## src/rtl/err_pwr_meter_pkg.sv

```systemverilog
// Shared definitions for the windowed error-power meter: FSM states and the
// default window length.
package err_pwr_meter_pkg;

  typedef enum logic [1:0] {
    ST_IDLE  = 2'd0,
    ST_RUN   = 2'd1,
    ST_FLUSH = 2'd2
  } state_t;

  localparam int LFSR_LEN = 20;

endpackage

```

## src/rtl/err_sq_stage.sv

```systemverilog
// S1 register stage: captures the error sample, its full-width square and the
// window tags {vld, first, last}. Advances only on clk_en.
module err_sq_stage #(
  parameter int DATA_W = 18
) (
  input  logic                       clk,
  input  logic                       reset,
  input  logic                       clk_en,
  input  logic                       clr,
  input  logic                       vld_in,
  input  logic                       first_in,
  input  logic                       last_in,
  input  logic signed [DATA_W-1:0]   err,
  output logic                       vld_p1,
  output logic                       first_p1,
  output logic                       last_p1,
  output logic signed [DATA_W-1:0]   err_p1,
  output logic [2*DATA_W-1:0]        sq_p1
);

  logic signed [2*DATA_W-1:0] err_x;
  logic signed [2*DATA_W-1:0] sq;

  // The square of the most negative sample still fits in 2*DATA_W bits.
  assign err_x = (2*DATA_W)'(err);
  assign sq    = err_x * err_x;

  // ---- stage p1: tags ----
  always_ff @(posedge clk) begin
    if (reset || clr) begin
      vld_p1   <= 1'b0;
      first_p1 <= 1'b0;
      last_p1  <= 1'b0;
    end else if (clk_en) begin
      vld_p1   <= vld_in;
      first_p1 <= first_in;
      last_p1  <= last_in;
    end
  end

  // ---- stage p1: data ----
  always_ff @(posedge clk) begin
    if (reset) begin
      err_p1 <= '0;
      sq_p1  <= '0;
    end else if (clk_en) begin
      err_p1 <= err;
      sq_p1  <= $unsigned(sq);
    end
  end

endmodule

```

## src/rtl/err_pwr_meter.sv

```systemverilog
// Windowed error-power meter: accumulates err^2 and err over 2^LOG2_WIN
// enabled samples and dumps sum, mean square and signed error sum.
module err_pwr_meter
  import err_pwr_meter_pkg::*;
#(
  parameter int ERR_W      = 18,
  parameter int LOG2_WIN   = LFSR_LEN,
  parameter int CONTINUOUS = 0
) (
  input  logic                              clk,
  input  logic                              reset,
  input  logic                              clk_en,
  input  logic                              start,
  input  logic                              abort,
  input  logic signed [ERR_W-1:0]           err,
  output logic                              busy,
  output logic                              dump_valid,
  output logic [2*ERR_W+LOG2_WIN-1:0]       sum_sq,
  output logic [2*ERR_W-1:0]                mean_sq,
  output logic signed [ERR_W+LOG2_WIN-1:0]  sum_err
);

  localparam int SQ_W    = 2 * ERR_W;
  localparam int SUMSQ_W = SQ_W + LOG2_WIN;
  localparam int SUME_W  = ERR_W + LOG2_WIN;

  function automatic logic [SQ_W-1:0] mean_of(input logic [SUMSQ_W-1:0] s);
    return s[SUMSQ_W-1:LOG2_WIN];
  endfunction

  state_t                     state, state_nxt;
  logic [LOG2_WIN-1:0]        cnt;
  logic                       accept, first_p0, last_p0;
  logic                       vld_p1, first_p1, last_p1;
  logic signed [ERR_W-1:0]    err_p1;
  logic [SQ_W-1:0]            sq_p1;

  assign busy     = (state != ST_IDLE);
  assign accept   = clk_en && (state == ST_RUN) && !abort;
  assign first_p0 = (cnt == '0);
  assign last_p0  = &cnt;

  always_comb begin
    state_nxt = state;
    unique case (state)
      ST_IDLE:  if (start) state_nxt = ST_RUN;
      ST_RUN:   if (CONTINUOUS == 0 && accept && last_p0) state_nxt = ST_FLUSH;
      ST_FLUSH: if (clk_en) state_nxt = ST_IDLE;
      default:  state_nxt = ST_IDLE;
    endcase
    if (abort) state_nxt = ST_IDLE;
  end

  always_ff @(posedge clk) begin
    if (reset) state <= ST_IDLE;
    else       state <= state_nxt;
  end

  // ---- stage p0: sample counter ----
  always_ff @(posedge clk) begin
    if (reset || abort)                cnt <= '0;
    else if (state == ST_IDLE && start) cnt <= '0;
    else if (accept)                   cnt <= cnt + LOG2_WIN'(1);
  end

  err_sq_stage #(.DATA_W(ERR_W)) u_s1 (
    .clk      (clk),
    .reset    (reset),
    .clk_en   (clk_en),
    .clr      (abort),
    .vld_in   (accept),
    .first_in (first_p0),
    .last_in  (last_p0),
    .err      (err),
    .vld_p1   (vld_p1),
    .first_p1 (first_p1),
    .last_p1  (last_p1),
    .err_p1   (err_p1),
    .sq_p1    (sq_p1)
  );

  // ---- stage p2: accumulators and dump ----
  logic                       absorb, dump;
  logic [SUMSQ_W-1:0]         acc_sq_p2, base_sq, tot_sq;
  logic signed [SUME_W-1:0]   acc_err_p2, base_err, err_ext, tot_err;

  assign absorb   = clk_en && vld_p1 && !abort;
  assign dump     = absorb && last_p1;
  assign base_sq  = first_p1 ? '0 : acc_sq_p2;
  assign base_err = first_p1 ? '0 : acc_err_p2;
  assign err_ext  = SUME_W'(err_p1);
  assign tot_sq   = base_sq + SUMSQ_W'(sq_p1);
  assign tot_err  = base_err + err_ext;

  always_ff @(posedge clk) begin
    if (reset || abort) begin
      acc_sq_p2  <= '0;
      acc_err_p2 <= '0;
    end else if (absorb) begin
      acc_sq_p2  <= tot_sq;
      acc_err_p2 <= tot_err;
    end
  end

  always_ff @(posedge clk) begin
    if (reset) begin
      dump_valid <= 1'b0;
      sum_sq     <= '0;
      mean_sq    <= '0;
      sum_err    <= '0;
    end else begin
      dump_valid <= dump;
      if (dump) begin
        sum_sq  <= tot_sq;
        mean_sq <= mean_of(tot_sq);
        sum_err <= tot_err;
      end
    end
  end

endmodule

```

## config.mk

```make
export PLATFORM = sky130hd
export DESIGN_NAME = err_pwr_meter
export DESIGN_NICKNAME = d
export VERILOG_FILES = /design/src/rtl/err_pwr_meter_pkg.sv /design/src/rtl/err_sq_stage.sv /design/src/rtl/err_pwr_meter.sv
export SDC_FILE = /design/constraint.sdc
export NUM_CORES = 1
export LEC_CHECK = 0
export ABC_AREA = 0
export ABC_CLOCK_PERIOD_IN_PS = 10600
export BUFFER_PORTS_ARGS = -buffer_cell sky130_fd_sc_hd__buf_2
export CORE_MARGIN = 2
export CORE_UTILIZATION = 65
export CTS_CLUSTER_DIAMETER = 120
export DETAILED_ROUTE_END_ITERATION = 10
export MAX_ROUTING_LAYER = met4
export PLACE_DENSITY = 0.84
export REMOVE_ABC_BUFFERS = 1
export SYNTH_ARGS = -nofsm -noshare
export SYNTH_HDL_FRONTEND = slang
export SYNTH_SLANG_ARGS = --single-unit
```

## constraint.sdc

```tcl
create_clock -name clk -period 10.6 [get_ports clk]
set_clock_uncertainty 0.1 [all_clocks]
set_input_delay 0.53 -clock clk [delete_from_list [all_inputs] [get_ports clk]]
set_output_delay 0.53 -clock clk [all_outputs]
set_load 0.02 [all_outputs]
```

==> metrics.txt <==
VDD IR-drop max=0.632 mV; CP peak stage delay=0.60 ns; Starting Density=66.2%; Setup crit start kind=input pin; die width=206 um; crit path capture type=flop; Crit-path slowest cell=fa_1; Slew Limit Fails=0; sequential element share of the synthesized area=around a fifth; first-pass GRT wire length=roughly 110000 um; Hold Path Origin=start; # setup viols final=0; most frequent CP cell=inv_1; crit path max fanout=26; placed cell count=3702; CTS tree=built; H-tree depth=1; status=complete, no violations; design area=about 28000 sq um; Post-CTS Setup Bufs=0; Wirelength per Cell=18.2 um; endpoints failing hold=0; Clock transition at path regs=0.06 ns; Final Hold Slack=0.189 ns; Least-Margin Pin Slew=1.23 ns; IO Port Bufs=154; crit path kind=input pin to flop; Syn Area/Cell=just over 8 sq um; Num CTS Buffers=30; GRT Util Overall=34.3%; Synth area leader=fa_1; final routed DRC violation total=0; Slew HR=17.4%; Starting DRT DRC Count=around 1700; number of synthesized flops with an enable pin=0; grt ovf=0; worst path cell trace=buf_2 -> inv_1 -> nor2_1 -> fa_1 -> inv_1 -> fa_1 -> inv_1 -> ha_1 -> inv_1 -> fa_1 -> inv_1 -> fa_1 -> inv_1 -> fa_1 -> inv_1 -> ha_1 -> and3_1 -> nand2_1 -> nor2_1 -> nand2_1 -> a211oi_1 -> nor2_1 -> o311ai_0 -> o311ai_0; DP Wirelength=50700 um; # hold bufs at CTS=0; Synth top area share=22.4%; diode count=0; die area=42300 sq um; mapped cell area=26500 sq um; final period utilization=around two thirds; largest net degree at the start of global routing=92; core area=40000 sq um; fin nets=roughly 3700; Syn-to-layout area delta=7.00%; share of cells above drive strength 1=8.38%; critical path required time=10.92 ns; Setup TNS=0 ns; CTS sink count=approximately 270; Setup crit start=err[17]; Layout Cells excl Fill=3757; 1st-pass router iterations=5; filler cell count=3176; Routability Congestion=roughly 0.91; CTS max path bufs=3; clock period minus worst slack=slightly below 7 ns; routed vias=22900; vias in the first global route=23700; post-synth cell types=78; Die Ht=206 um; Synth Flop Type=dfxtp_1; Resized Gates After CTS=0; pwr/cell area=344 nW/um^2; Max Freq=146 MHz; Area contributors post-synth=fa_1 22%, dfxtp_1 20%, ha_1 8.7%; Clk Latency, worst-skew pair=roughly 0.57 ns; worst path arrival time=between 7 and 8 ns; post-route ant nets=0; Rows=73; Total Routed Length=68500 um; root buf cell=clkbuf_16; Multi-input gate area=18500 sq um; via/cell ratio=6.10; Ports=about 160; antenna violations before repair=0; unrepaired setup endpoints after global routing=no; placed cell area=27200 sq um; total of max-cap violations=0; leakage power=roughly 13 nW; Yosys reg bits=266; post-synthesis async set-or-reset flop share=0%; total number of yosys warnings=0; worst r2r src=u_s1.first_p1; Hold Crit Class=input pin to flop; Reg area=roughly 5300 sq um; Synth Instances=approximately 3200
==> stage by stage <==
| step | setup WS [ns] | power, mW | utilization [%] |
|---|---|---|---|
| global placement | 3.48 | 8.20 | 68.0 |
| detailed placement | 3.26 | 8.47 | 68.0 |
| finish | 3.74 | 9.73 | 70.8 |
| global route | 3.24 | 10.8 | 70.8 |
| CTS | 3.78 | 9.70 | 70.8 |
| floorplan | 1.21 | 6.84 | - |
==> critical path: cells and delay by family <==
| family | cells | cell delay, ns |
|---|---|---|
| adders and majority gates | 7 | 3.32 |
| AOI/OAI and AO/OA | 3 | 0.91 |
| and+or+nand+nor | 6 | 0.89 |
| buffers and inverters | 8 | 1.51 |
==> layout make-up <==
type / instances / area share [%]
clock buffers: 39 / 3.06
flip-flops and latches: 266 / 18.8
well taps: 525 / 2.32
repair buffers: 175 / 3.29
multi-input cells: 2262 / 65.4
clock inverters: 16 / 0.879
inverters: 474 / 6.28
==> cells in the final DEF (no fill, tap or decap), types with 7 or more instances in the layout <==
| cell type | count |
|---|---|
| a211o_1 | 9 |
| a211oi_1 | 38 |
| a21o_1 | 47 |
| a21oi_1 | 214 |
| a311o_1 | 13 |
| a31o_2 | 9 |
| a31oi_1 | 47 |
| and2_1 | 63 |
| and3_1 | 36 |
| and4_1 | 12 |
| buf_2 | 153 |
| buf_4 | 22 |
| clkbuf_16 | 31 |
| dfxtp_1 | 265 |
| fa_1 | 296 |
| ha_1 | 183 |
| inv_1 | 473 |
| mux2i_1 | 41 |
| nand2_1 | 374 |
| nand2b_1 | 12 |
| nand3_1 | 109 |
| nand4_1 | 43 |
| nor2_1 | 175 |
| nor2b_1 | 90 |
| nor3_1 | 26 |
| nor4_1 | 9 |
| o2111ai_1 | 7 |
| o211ai_1 | 24 |
| o21a_1 | 17 |
| o21ai_0 | 91 |
| o21bai_1 | 16 |
| o31a_1 | 7 |
| o31ai_1 | 12 |
| or2_2 | 7 |
| or3_1 | 32 |
| or4_1 | 14 |
| xnor2_1 | 62 |
| xor2_1 | 41 |
==> power breakdown <==
part / total [mW] / switching, mW / internal [mW]
clock network: 1.16 / 0.442 / 0.721
logic: 7.46 / 4.36 / 3.09
registers: 1.11 / 0.0407 / 1.07
==> kinds of logic (layout without fill, tap and decap cells) <==
family                   after synthesis  in the layout  synth area share [%]
AO/OA/AOI/OAI                        605            605                  14.8
XOR/XNOR                             103            103                  3.41
adder cells (fa/ha/maj)              479            479                  31.0
buffers and inverters                670            704                  10.0
flip-flops                           266            266                  20.1
multiplexers                          42             42                  1.59
AND/OR/NAND/NOR                     1033           1033                  19.0
==> final timing paths <==
path	endpoint	slack, ns	depth (start not counted)
max	u_s1.sq_p1[34]	3.74	24
min	state[0]	0.19	3
max reg2reg	sum_err[24]	5.66	13
min reg2reg	acc_err_p2[14]	0.35	2
==> sequential cells by signal (all words and copies together), names as in the netlist <==
name,flops
acc_sq_p2,56
sum_sq,56
acc_err_p2,38
sum_err,38
u_s1.sq_p1,35
cnt,20
u_s1.err_p1,17
state,2
dump_valid,1
u_s1.first_p1,1
u_s1.last_p1,1
u_s1.vld_p1,1
==> cell usage after synthesis (47+ instances only) <==
| cell | count |
|---|---|
| a21o_1 | 47 |
| a21oi_1 | 214 |
| a31oi_1 | 47 |
| and2_1 | 64 |
| clkbuf_1 | 140 |
| dfxtp_1 | 266 |
| fa_1 | 296 |
| ha_1 | 183 |
| inv_1 | 474 |
| nand2_1 | 375 |
| nand3_1 | 109 |
| nor2_1 | 176 |
| nor2b_1 | 90 |
| o21ai_0 | 92 |
| xnor2_1 | 62 |
==> layer usage <==
layer / vias up / global-route usage, % / routed length (um)
met4: 0 / 14.9 / 3100
met1: 11200 / 39.5 / 26700
met5: - / - / 0
li1: 10600 / - / -
met2: 879 / 60.4 / 34700
met3: 235 / 3.90 / 4120
Power figures use the tool's default switching activity.
